--- config.mk ---
export PLATFORM = sky130hd
export DESIGN_NAME = dest_router
export DESIGN_NICKNAME = d
export VERILOG_FILES = /design/src/rtl/dest_router_pkg.sv /design/src/rtl/dest_router.sv
export SDC_FILE = /design/constraint.sdc
export NUM_CORES = 1
export LEC_CHECK = 0
export CAP_MARGIN = 10
export CORE_AREA = 3 3 40 42
export CTS_CLUSTER_SIZE = 8
export DETAILED_ROUTE_END_ITERATION = 10
export DIE_AREA = 0 0 43 45
export PLACE_DENSITY = 0.69
export SYNTH_ARGS = -nofsm -noshare
export SYNTH_HDL_FRONTEND = slang
export SYNTH_SLANG_ARGS = --single-unit
--- constraint.sdc ---
create_clock -name clk -period 1.55 [get_ports clk]
set_clock_uncertainty 0.1 [all_clocks]
set_input_delay 0.155 -clock clk [delete_from_list [all_inputs] [get_ports clk]]
set_output_delay 0.155 -clock clk [all_outputs]
set_load 0.05 [all_outputs]
--- src/rtl/dest_router_pkg.sv ---
// Shared definitions for the destination router: FSM state encoding
// and the width of the optional words-routed counters.
package dest_router_pkg;

    typedef enum logic [1:0] {
        ST_IDLE = 2'd0,
        ST_READ = 2'd1,
        ST_SEND = 2'd2
    } state_e;

    localparam int CNT_W = 8;

endpackage

--- src/rtl/dest_router.sv ---
// dest_router: moves words one at a time from an upstream VC FIFO to one of
// two destination FIFOs, picked by bit DEST_BIT of each word.
// Ports: clk, reset (sync, active-high), en, vc_data/vc_empty/vc_rd (upstream),
//   D0/D1_almost_full, D0/D1_wr, D_data_out (downstream), idle.
// Optional: define DEST_ROUTER_CNT_EN to add D0_count/D1_count counters.
module dest_router
    import dest_router_pkg::*;
#(
    parameter int BW       = 6,
    parameter int DEST_BIT = 4
) (
    input  logic          clk,
    input  logic          reset,
    input  logic          en,
    input  logic [BW-1:0] vc_data,
    input  logic          vc_empty,
    output logic          vc_rd,
    input  logic          D0_almost_full,
    input  logic          D1_almost_full,
    output logic          D0_wr,
    output logic          D1_wr,
    output logic [BW-1:0] D_data_out,
    output logic          idle
`ifdef DEST_ROUTER_CNT_EN
    ,
    output logic [CNT_W-1:0] D0_count,
    output logic [CNT_W-1:0] D1_count
`endif
);

    state_e        state_q, state_d;
    logic [BW-1:0] hold_q, hold_d;
    logic          rd_ok;
    logic          target;
    logic          blocked;

    always_comb begin
        state_d = state_q;
        hold_d  = hold_q;
        vc_rd   = 1'b0;
        D0_wr   = 1'b0;
        D1_wr   = 1'b0;
        rd_ok   = en & ~vc_empty;
        target  = hold_q[DEST_BIT];
        // Flags are used raw so a change lands in the same cycle.
        blocked = target ? D1_almost_full : D0_almost_full;
        // Strobes are forced low during reset so the held word is dropped.
        if (!reset) begin
            unique case (state_q)
                ST_IDLE: begin
                    vc_rd = rd_ok;
                    if (rd_ok) state_d = ST_READ;
                end
                ST_READ: begin
                    hold_d  = vc_data;
                    state_d = ST_SEND;
                end
                ST_SEND: begin
                    if (!blocked) begin
                        D0_wr   = ~target;
                        D1_wr   = target;
                        // Overlap the next read with this write.
                        vc_rd   = rd_ok;
                        state_d = rd_ok ? ST_READ : ST_IDLE;
                    end
                end
                default: state_d = ST_IDLE;
            endcase
        end
    end

    always_ff @(posedge clk) begin
        if (reset) begin
            state_q <= ST_IDLE;
            hold_q  <= '0;
        end else begin
            state_q <= state_d;
            hold_q  <= hold_d;
        end
    end

    assign D_data_out = hold_q;
    assign idle       = reset | (state_q == ST_IDLE);

`ifdef DEST_ROUTER_CNT_EN
    logic [CNT_W-1:0] d0_cnt_q, d0_cnt_d;
    logic [CNT_W-1:0] d1_cnt_q, d1_cnt_d;

    always_comb begin
        d0_cnt_d = d0_cnt_q + CNT_W'(D0_wr);
        d1_cnt_d = d1_cnt_q + CNT_W'(D1_wr);
    end

    always_ff @(posedge clk) begin
        if (reset) begin
            d0_cnt_q <= '0;
            d1_cnt_q <= '0;
        end else begin
            d0_cnt_q <= d0_cnt_d;
            d1_cnt_q <= d1_cnt_d;
        end
    end

    assign D0_count = d0_cnt_q;
    assign D1_count = d1_cnt_q;
`endif

endmodule
=== Word level (Yosys, flattened, before mapping) ===
Index checks and enable logic that the tools add are counted.

* Register bits after elaboration: 8
* Bits of input ports: 12

* Eq/ne operators: 4
* Muxes and demuxes: 14
* Bitwise logic cells: 4
* Reduce and logical (&&, ||, !) cells: 2

{| class="wikitable"
|+ Operators with widths
! operator !! count
|-
| 1-bit two-way mux || 10
|-
| 2-bit case mux with 3 select lines || 1
|-
| 2-bit two-way mux || 2
|-
| 2-bit inequality test, second input constant || 2
|-
| 2-bit by 1-bit equality test with 1-bit output, second input constant || 1
|-
| 2-bit equality test, second input constant || 1
|-
| 2-bit zero test || 1
|-
| 1-bit inverter || 2
|-
| 1-bit case mux with 2 select lines || 1
|-
| 2-bit AND reduction || 1
|-
| 1-bit bitwise AND || 1
|-
| 1-bit bitwise OR || 1
|}

=== Logic depth before layout (Yosys ltp) ===
Gate-level depths: netlist of run 1.

* Depth after elaboration: 5
* Gate-level depth with buffers: 4
* Mapped depth without buffers: 3

=== Worst setup path after synthesis of run 1 ===
Ideal clock, no wire load.

* Kind: register -> output
* Start: register hold_q[4], in the netlist D_data_out[4]
* End: output vc_rd
* Arrival time: 1868 ps
* Required time: 1295 ps
* Slack: -573 ps
* Stages on the path, launching flop included: 3
* Cell sequence: dfxtp_1 -> mux2_2 -> a21oi_1

* Word-level cells in the longest chain between the ends: 4

{| class="wikitable"
|+ RTL lines
! element !! line !! text
|-
| from (decl) || dest_router.sv:32 || <nowiki>logic [BW-1:0] hold_q, hold_d;</nowiki>
|-
| from (signal assigned) || dest_router.sv:78 || <nowiki>hold_q <= hold_d;</nowiki>
|-
| 1-bit two-way mux || dest_router.sv:46 || <nowiki>blocked = target ? D1_almost_full : D0_almost_full;</nowiki>
|-
| 1-bit two-way mux || dest_router.sv:59 || <nowiki>if (!blocked) begin</nowiki>
|-
| 1-bit case mux with 2 select lines || dest_router.sv:49 || <nowiki>unique case (state_q)</nowiki>
|-
| 1-bit two-way mux || dest_router.sv:48 || <nowiki>if (!reset) begin</nowiki>
|-
| to (decl) || dest_router.sv:17 || <nowiki>output logic vc_rd,</nowiki>
|}

Every way passes these cells.

=== Worst setup path in the final report of run 1 ===
Same ends and word-level chain as after synthesis.

==> flow_metrics.tcl, run 1 <==
set metrics [dict create \
    status "completed" \
    instances_no_fill 74 \
    clk_pin_slew_ns 0.05 \
    placed_area_um2 611 \
    final_max_slew_viol_count 0 \
    htreeDepth 1 \
    cp_max_fo 3 \
    routed_wl_um 851 \
    layout-drive-gt1-share 0.373 \
    rsz0062_at_grt "yes" \
    cpLargestDelayFamily "flip-flops" \
    core_area_um2 1280 \
    power_switching_share 0.256 \
    syn_nets 46 \
    via_per_inst 4.42 \
    synth_mux_area_frac 0.212 \
    worst_pin_slew_ns 0.406 \
    hold_violations 0 \
    worst_ep_required_time_ns 1.29 \
    syn2layout_area_growth_pct 97.0 \
    grt_usage 0.0935 \
    hold_path_class "in -> reg" \
    synth-compound-area-share 0.0669 \
    cts_tree "built" \
    power_leakage_nw 0.323 \
    fmax_mhz 653 \
    grt_pass1_wl_um 1310 \
    worstSetupPathType "reg -> out" \
    ys_seq_area_frac 0.476 \
    antenna_found_initial 0 \
    vdd_drop_max_mv 0.619 \
    fin_area_um2 663 \
    drtIter0Drc 2 \
    slowest_stage "dfxtp_1" \
    period_share 0.988 \
    die_h_um 45 \
    cap_violations 0 \
    rows 13 \
    cts_buffer_depth 2 \
    synth-adder-area-share 0 \
    yosysWarnings 0 \
    yosys.area.top_type "dfxtp_1" \
    root_buffer "clkbuf_4" \
    cts_num_sinks 8 \
    drtAntennaViolNets 0 \
    hpwl_um 626 \
    placed_cells 70 \
    power.share.sequential 0.450 \
    drtPass1Iterations 4 \
    cpPeakStageDelay_ns 0.36 \
    nets 73 \
    p_sw_mw 0.125 \
    diodes 0 \
    yosys.cell_types.count 15 \
    wl_per_cell_um 11.5 \
    port_buffers 21 \
    via_count 327 \
    min_period_ns 1.53 \
    cp.arrival_ns 1.28 \
    clk_latency_ns 0.24 \
    crit_path_end_kind "output port" \
    grt_overflow 0 \
    cts_buffers 3 \
    p_total_mw 0.488 \
    cp_cell_sequence "mux2_4 > a21oi_2 > buf_12" \
    power.share.clock 0.310 \
    syn_avg_cell_area_um2 9.90 \
    gp_congestion 0.797 \
    grt_pass1_vias 308 \
    synth.area.top_cells "dfxtp_1 (48%), mux2i_1 (18%), nor2_1 (7.8%)" \
    crit_buf_inv 1 \
    synth_top_family_by_area "multiplexers" \
    drc 0 \
    synth-simple-area-share 0.197 \
    pwr-share-comb 0.240 \
    synthXorXnorAreaFrac 0 \
    p_int_mw 0.363 \
    setup_violations 0 \
    io-pin-count 22 \
    cp-start-kind "flop" \
    postSynthCellCount 34 \
    slew_headroom 0.729 \
    die_w_um 43 \
    die_area_um2 1940 \
    grt_max_degree 9 \
    initial_core_util 0.262 \
    power.density_nw_per_um2 735 \
    ys_ff_latch 8 \
    synth.cell_area_um2 337 \
    synth_top_cell_area_share 0.476 \
    tns_ns 0 \
]
==> synthesized netlist by cell type <==
cell and count:
o21bai_1 1, o21ai_0 1, nand2b_1 1, a21oi_1 2, nand3_1 1, nor3_1 1
buf_6 1, mux2_2 1, nand2_1 1, nand3b_1 1, nor2_1 7, dfxtp_1 8
nor3b_2 1, mux2i_1 6, buf_2 1
==> power by group through the flow <==
stage / registers [mW] / clock network [mW] / logic (mW)
floorplan: 0.242 / 0 / 0.0370
global placement: 0.223 / 0 / 0.111
detailed placement: 0.223 / 0 / 0.112
CTS: 0.219 / 0.160 / 0.113
global route: 0.220 / 0.177 / 0.124
finish: 0.219 / 0.151 / 0.117
==> sequential cells by signal (all words and copies together) (netlist names) <==
signal / cells
D_data_out: 6
state_q: 2
==> cells by family after synthesis <==
kind of cell           after synthesis
buffers and inverters                2
AO/OA/AOI/OAI                        4
multiplexers                         7
AND/OR/NAND/NOR                     13
flip-flops                           8
==> routing by layer <==
layer  track usage  share of wire  wire, um
met5             0              0         0
met4        0.0181              0         0
met3        0.0717          0.094        80
met2         0.138           0.50       422
met1         0.109           0.41       348
==> what timing repair did <==
action | CTS | global route
pin swaps | 1 | 3
hold buffers | 0 | 0
gates resized for setup | 0 | 6
buffers inserted | 0 | 1
endpoints found under the hold margin | 0 | 0
endpoints found under the setup margin | 1 | 3
==> layout make-up <==
class,instances,area [um2]
clock buffer,3,22.5
fill,119,622
multi-input combinational,24,184
sequential,8,160
tap,15,18.8
timing repair buffer,24,278
==> through the flow <==
step | util | hold WS, ns | setup slack (ns)
2_1_floorplan | - | 0.199 | -0.287
3_3_place_gp | 0.475 | 0.377 | 0.0423
3_5_place_dp | 0.475 | 0.392 | 0.00958
4_1_cts | 0.493 | 0.405 | 0.00127
5_1_grt | 0.516 | 0.198 | -0.0225
6_report | 0.516 | 0.191 | 0.0191
==> worst register-to-register path, stage by stage (launching register included) <==
cell and delay [ns]:
dfxtp_1 0.42, nand2b_1 0.39, mux2i_1 0.23, nor2_1 0.05
==> path summary, 6_finish.rpt <==
path	startpoint	to	slack, ns	depth (start not counted)
min reg2reg	D_data_out[5]	D_data_out[5]	0.40	2
max	D_data_out[4]	vc_rd	0.02	3
max reg2reg	state_q[1]	D_data_out[2]	0.25	3
min	reset	D_data_out[4]	0.19	3
==> layout by cell type (no fill, tap or decap) <==
cell / netlist / routed
clkbuf_4: 0 / 3
clkdlybuf4s50_1: 0 / 10
mux2i_1: 6 / 6
nand3_1: 1 / 1
nand2_2: 0 / 1
a21oi_1: 2 / 1
nor2_1: 7 / 6
a21oi_2: 0 / 1
buf_4: 0 / 8
nand2b_1: 1 / 1
nor3b_4: 0 / 1
nor3_2: 0 / 1
nand3b_1: 1 / 1
o21bai_1: 1 / 1
nor2_2: 0 / 1
buf_12: 0 / 4
dlymetal6s2s_1: 0 / 1
clkbuf_16: 0 / 1
dfxtp_1: 8 / 8
o21ai_0: 1 / 1
mux2_4: 0 / 1
Note: power is estimated with default switching activity, not from simulation.
==> run 2: changes to the inputs <==
Settings changed: TNS_END_PERCENT set to 50.
==> run 2 against run 1 <==
  * Worst hold slack hardly changed
  * Non-clock buffer count unchanged
  * Critical endpoint unchanged
  * Register-to-register slack barely moved
  * Global-route usage unchanged
==> flow_metrics.tcl, run 2 (synthesis results as in run 1) <==
set metrics [dict create \
    status "completed" \
    grt_overflow 0 \
    cts_buffers 3 \
    fillCellCount 119 \
    cp_max_fo 3 \
    grt_pass1_wl_um 1310 \
    clk_latency_ns 0.24 \
    hpwl_um 626 \
    power_switching_share 0.256 \
    crit_path_end_kind "output port" \
    layout-drive-gt1-share 0.373 \
    cp_cell_sequence "mux2_2 > a21oi_2 > buf_12" \
    pwr-share-comb 0.238 \
    final_util 0.513 \
    cpPeakStageDelay_ns 0.36 \
    cap_violations 0 \
    htreeDepth 1 \
    tns_ns 0 \
    period_share 0.987 \
    cts_tree "built" \
    worst_ep_required_time_ns 1.29 \
    p_sw_mw 0.125 \
    drc 0 \
    cts_hold_buf 0 \
    gp_congestion 0.797 \
    p_int_mw 0.362 \
    antenna_found_initial 0 \
    cp.arrival_ns 1.27 \
    port_buffers 21 \
    power_leakage_nw 0.320 \
    final_cell_mix "clkdlybuf4s50_1 (10), dfxtp_1 (8), buf_4 (8), mux2i_1 (6), nor2_1 (6)" \
    core_area_um2 1280 \
    drtPass1Iterations 2 \
    rows 13 \
    layout_commonest_cell "clkdlybuf4s50_1" \
    power.density_nw_per_um2 738 \
    die_w_um 43 \
    grt_max_degree 9 \
    clk_pin_slew_ns 0.05 \
    hold_path_class "in -> reg" \
    grt_pass1_vias 308 \
    nets 73 \
    cp-start-kind "flop" \
    min_period_ns 1.53 \
    worst_pin_slew_ns 0.405 \
    routed_wl_um 821 \
    cts_buffer_depth 2 \
    via_count 325 \
    rsz0062_at_grt "yes" \
    worstSetupPathType "reg -> out" \
    grt_usage 0.0935 \
    wl_per_cell_um 11.1 \
    root_buffer "clkbuf_4" \
    power.share.clock 0.312 \
    setup_violations 0 \
    power.share.sequential 0.450 \
    fmax_mhz 654 \
    drtAntennaViolNets 0 \
    hold_violations 0 \
    final_max_slew_viol_count 0 \
    via_per_inst 4.39 \
    die_h_um 45 \
    initial_core_util 0.262 \
    vdd_drop_max_mv 0.620 \
    syn2layout_area_growth_pct 95.9 \
    cts_num_sinks 8 \
    drtIter0Drc 3 \
    io-pin-count 22 \
    diodes 0 \
    slowest_stage "mux2_2" \
    die_area_um2 1940 \
    slew_headroom 0.730 \
    largest_reg_flops 6 \
]
-- run 2: cell counts in the layout (fill, tap and decap cells not counted) --
No cell type changed its count.
-- run 2: layout make-up --
type                       instances  area (um2)  share of cell area
multi-input combinational         24         180               0.273
sequential                         8         160               0.243
timing repair buffer              24         278               0.421
tap                               15        18.8              0.0285
clock buffer                       3        22.5              0.0342
-- run 2: worst paths after layout --
check	startpoint	to	slack (ns)	cells after the start
setup / recovery	D_data_out[4]	vc_rd	0.02	3
hold / removal	reset	D_data_out[4]	0.19	3
setup reg to reg	state_q[1]	D_data_out[2]	0.25	3
hold reg to reg	D_data_out[5]	D_data_out[5]	0.40	2
-- run 2: power groups by stage --
stage	sequential, mW	combinational, mW	clock (mW)
after floorplan	0.242	0.0370	0
after global placement	0.223	0.111	0
after detailed placement	0.223	0.112	0
after CTS	0.219	0.113	0.160
after global routing	0.220	0.122	0.177
final	0.219	0.116	0.152
-- run 2: repair_timing --
| action | 4_1_cts | 5_1_grt |
|---|---|---|
| buffers inserted | 0 | 1 |
| pin swaps | 1 | 2 |
| gates resized for setup | 0 | 5 |
| endpoints found under the setup margin | 1 | 3 |
-- run 2: critical path: cells and delay by family, from the launching register on --
kind                   cells  cell delay (ns)
AO/OA/AOI/OAI              1             0.18
multiplexers               1             0.36
flip-flops                 1             0.33
buffers and inverters      1             0.15
-- run 2: through the flow --
stage	power [mW]	setup slack, ns	cells	instance area, um2	hold WS [ns]
detailed placement	0.335	0.00958	70	611	0.392
finish	0.486	0.0206	74	659	0.191
floorplan	0.279	-0.287	34	345	0.199
CTS	0.492	0.00127	73	633	0.405
global route	0.519	-0.0348	74	659	0.198
global placement	0.334	0.0423	70	611	0.377
-- run 2: layer usage --
layer,up-vias,part of all wire,GRT usage
met2,14,0.49,0.138
met1,144,0.42,0.109
met5,-,0,0
met3,0,0.095,0.0717
li1,167,-,-
met4,0,0,0.0181
==> run 3: changes to the inputs <==
Settings changed: CAP_MARGIN 10 to unset, CTS_BUF_LIST set to sky130_fd_sc_hd__clkbuf_16.
==> run 3 against run 2 <==
  * First-iteration DRC count unchanged
  * Cell area increased by 8.0%
  * Final cell count unchanged
  * Total power increased by 56%
  * Sequential power about the same
  * Highest routed layer unchanged
==> flow_metrics.tcl, run 3 (synthesis results as in run 1) <==
set metrics [dict create \
    power.share.clock 0.557 \
    drc 0 \
    crit_path_end_kind "output port" \
    gp_congestion 0.797 \
    largest_reg_flops 6 \
    min_period_ns 1.53 \
    drt-met1-wl_um 356 \
    rr_startpoint "state_q[1]" \
    cap_violations 0 \
    grt_overflow 0 \
    via_per_inst 4.45 \
    ff2ff_setup_slack_ns 0.24 \
    clk_latency_ns 0.23 \
    cts_hold_buf 0 \
    syn2layout_area_growth_pct 112 \
    cts_buffer_depth 2 \
    pwr-share-comb 0.153 \
    tns_ns 0 \
    diodes 0 \
    nets 73 \
    rows 13 \
    htreeDepth 1 \
    fillCellCount 117 \
    min_to "D_data_out[4]" \
    cts_num_sinks 8 \
    power.density_nw_per_um2 1070 \
    placed_area_um2 611 \
    grt_pass1_vias 324 \
    antenna_found_initial 0 \
    via_count 329 \
    period_share 0.989 \
    min_from "reset" \
    fin_area_um2 712 \
    grt_max_degree 9 \
    final_max_slew_viol_count 0 \
    worst_ep_required_time_ns 1.29 \
    root_buffer "clkbuf_16" \
    drtAntennaViolNets 0 \
    hold_violations 0 \
    cp.arrival_ns 1.28 \
    layout-drive-gt1-share 0.373 \
    drtPass1Iterations 3 \
    r2r_end "D_data_out[2]" \
    whs_path_depth 3 \
    worstSetupPathType "in -> out" \
    cts_tree "built" \
    layout_commonest_cell "clkdlybuf4s50_1" \
    drtIter0Drc 3 \
    routed_wl_um 863 \
    final_util 0.554 \
    vdd_drop_max_mv 1.18 \
    final_cell_mix "clkdlybuf4s50_1 (10), dfxtp_1 (8), buf_4 (8), mux2i_1 (6), nor2_1 (6)" \
    status "completed" \
    cp-start-kind "primary input" \
    setup_violations 0 \
    placed_cells 70 \
    power_leakage_nw 0.343 \
    wl_met3_um 72 \
    worst_pin_slew_ns 0.409 \
    die_w_um 43 \
    clk_pin_slew_ns 0.03 \
    rr_worst_depth 3 \
    power_switching_share 0.202 \
    grt_pass1_wl_um 1380 \
    hpwl_um 626 \
    power.share.sequential 0.290 \
    routed.top_layer "met3" \
    cp_max_fo 3 \
    io-pin-count 22 \
    fmax_mhz 653 \
    grt_usage 0.0968 \
    die_area_um2 1940 \
    core_area_um2 1280 \
    instances_no_fill 74 \
    initial_core_util 0.262 \
    p_sw_mw 0.153 \
    met2_length_um 434 \
    port_buffers 21 \
    hold_path_class "in -> reg" \
    cts_buffers 3 \
    p_int_mw 0.607 \
    die_h_um 45 \
    wl_per_cell_um 11.7 \
    slew_headroom 0.727 \
]
-- run 3: cell type report --
type / instances / area, um2 / share of cell area
clock buffer: 3 / 75.1 / 0.105
multi-input combinational: 24 / 180 / 0.253
sequential: 8 / 160 / 0.225
tap: 15 / 18.8 / 0.0264
timing repair buffer: 24 / 278 / 0.390
-- run 3: power groups by stage --
| stage | Sequential [mW] | Combinational (mW) | Clock (mW) |
|---|---|---|---|
| floorplan | 0.242 | 0.0370 | 0 |
| global placement | 0.223 | 0.111 | 0 |
| detailed placement | 0.223 | 0.112 | 0 |
| CTS | 0.220 | 0.113 | 0.433 |
| global route | 0.221 | 0.122 | 0.447 |
| finish | 0.220 | 0.116 | 0.424 |
-- run 3: per-stage QoR --
step                power [mW]  hold slack (ns)  worst slack, ns
floorplan                0.279            0.199           -0.287
global placement         0.334            0.377           0.0423
detailed placement       0.335            0.392          0.00958
CTS                      0.765            0.401          0.00239
global route             0.791            0.239         -0.00786
finish                   0.760            0.212           0.0176
-- run 3: per-layer routing --
metal,vias to the layer above,global-route usage
li1,166,-
met1,147,0.109
met2,16,0.150
met3,0,0.0598
met4,0,0.0361
met5,-,0
-- run 3: worst max-delay path by stage --
stage	to	from	cells after the start
6_report	vc_rd	D1_almost_full	4
5_1_grt	vc_rd	D1_almost_full	4
2_1_floorplan	vc_rd	D_data_out[4]	2
3_3_place_gp	D1_wr	reset	5
3_5_place_dp	D1_wr	reset	5
4_1_cts	D1_wr	reset	5
-- run 3: critical path, cell delays in order --
cell             delay (ns)
clkdlybuf4s50_1        0.46
mux2_2                 0.32
a21oi_2                0.18
buf_12                 0.16
-- run 3: timing repair --
| action | 4_1_cts | 5_1_grt |
|---|---|---|
| gates resized for setup | 0 | 5 |
| buffers inserted | 0 | 1 |
| endpoints found under the setup margin | 0 | 3 |
| endpoints found under the hold margin | 0 | 0 |
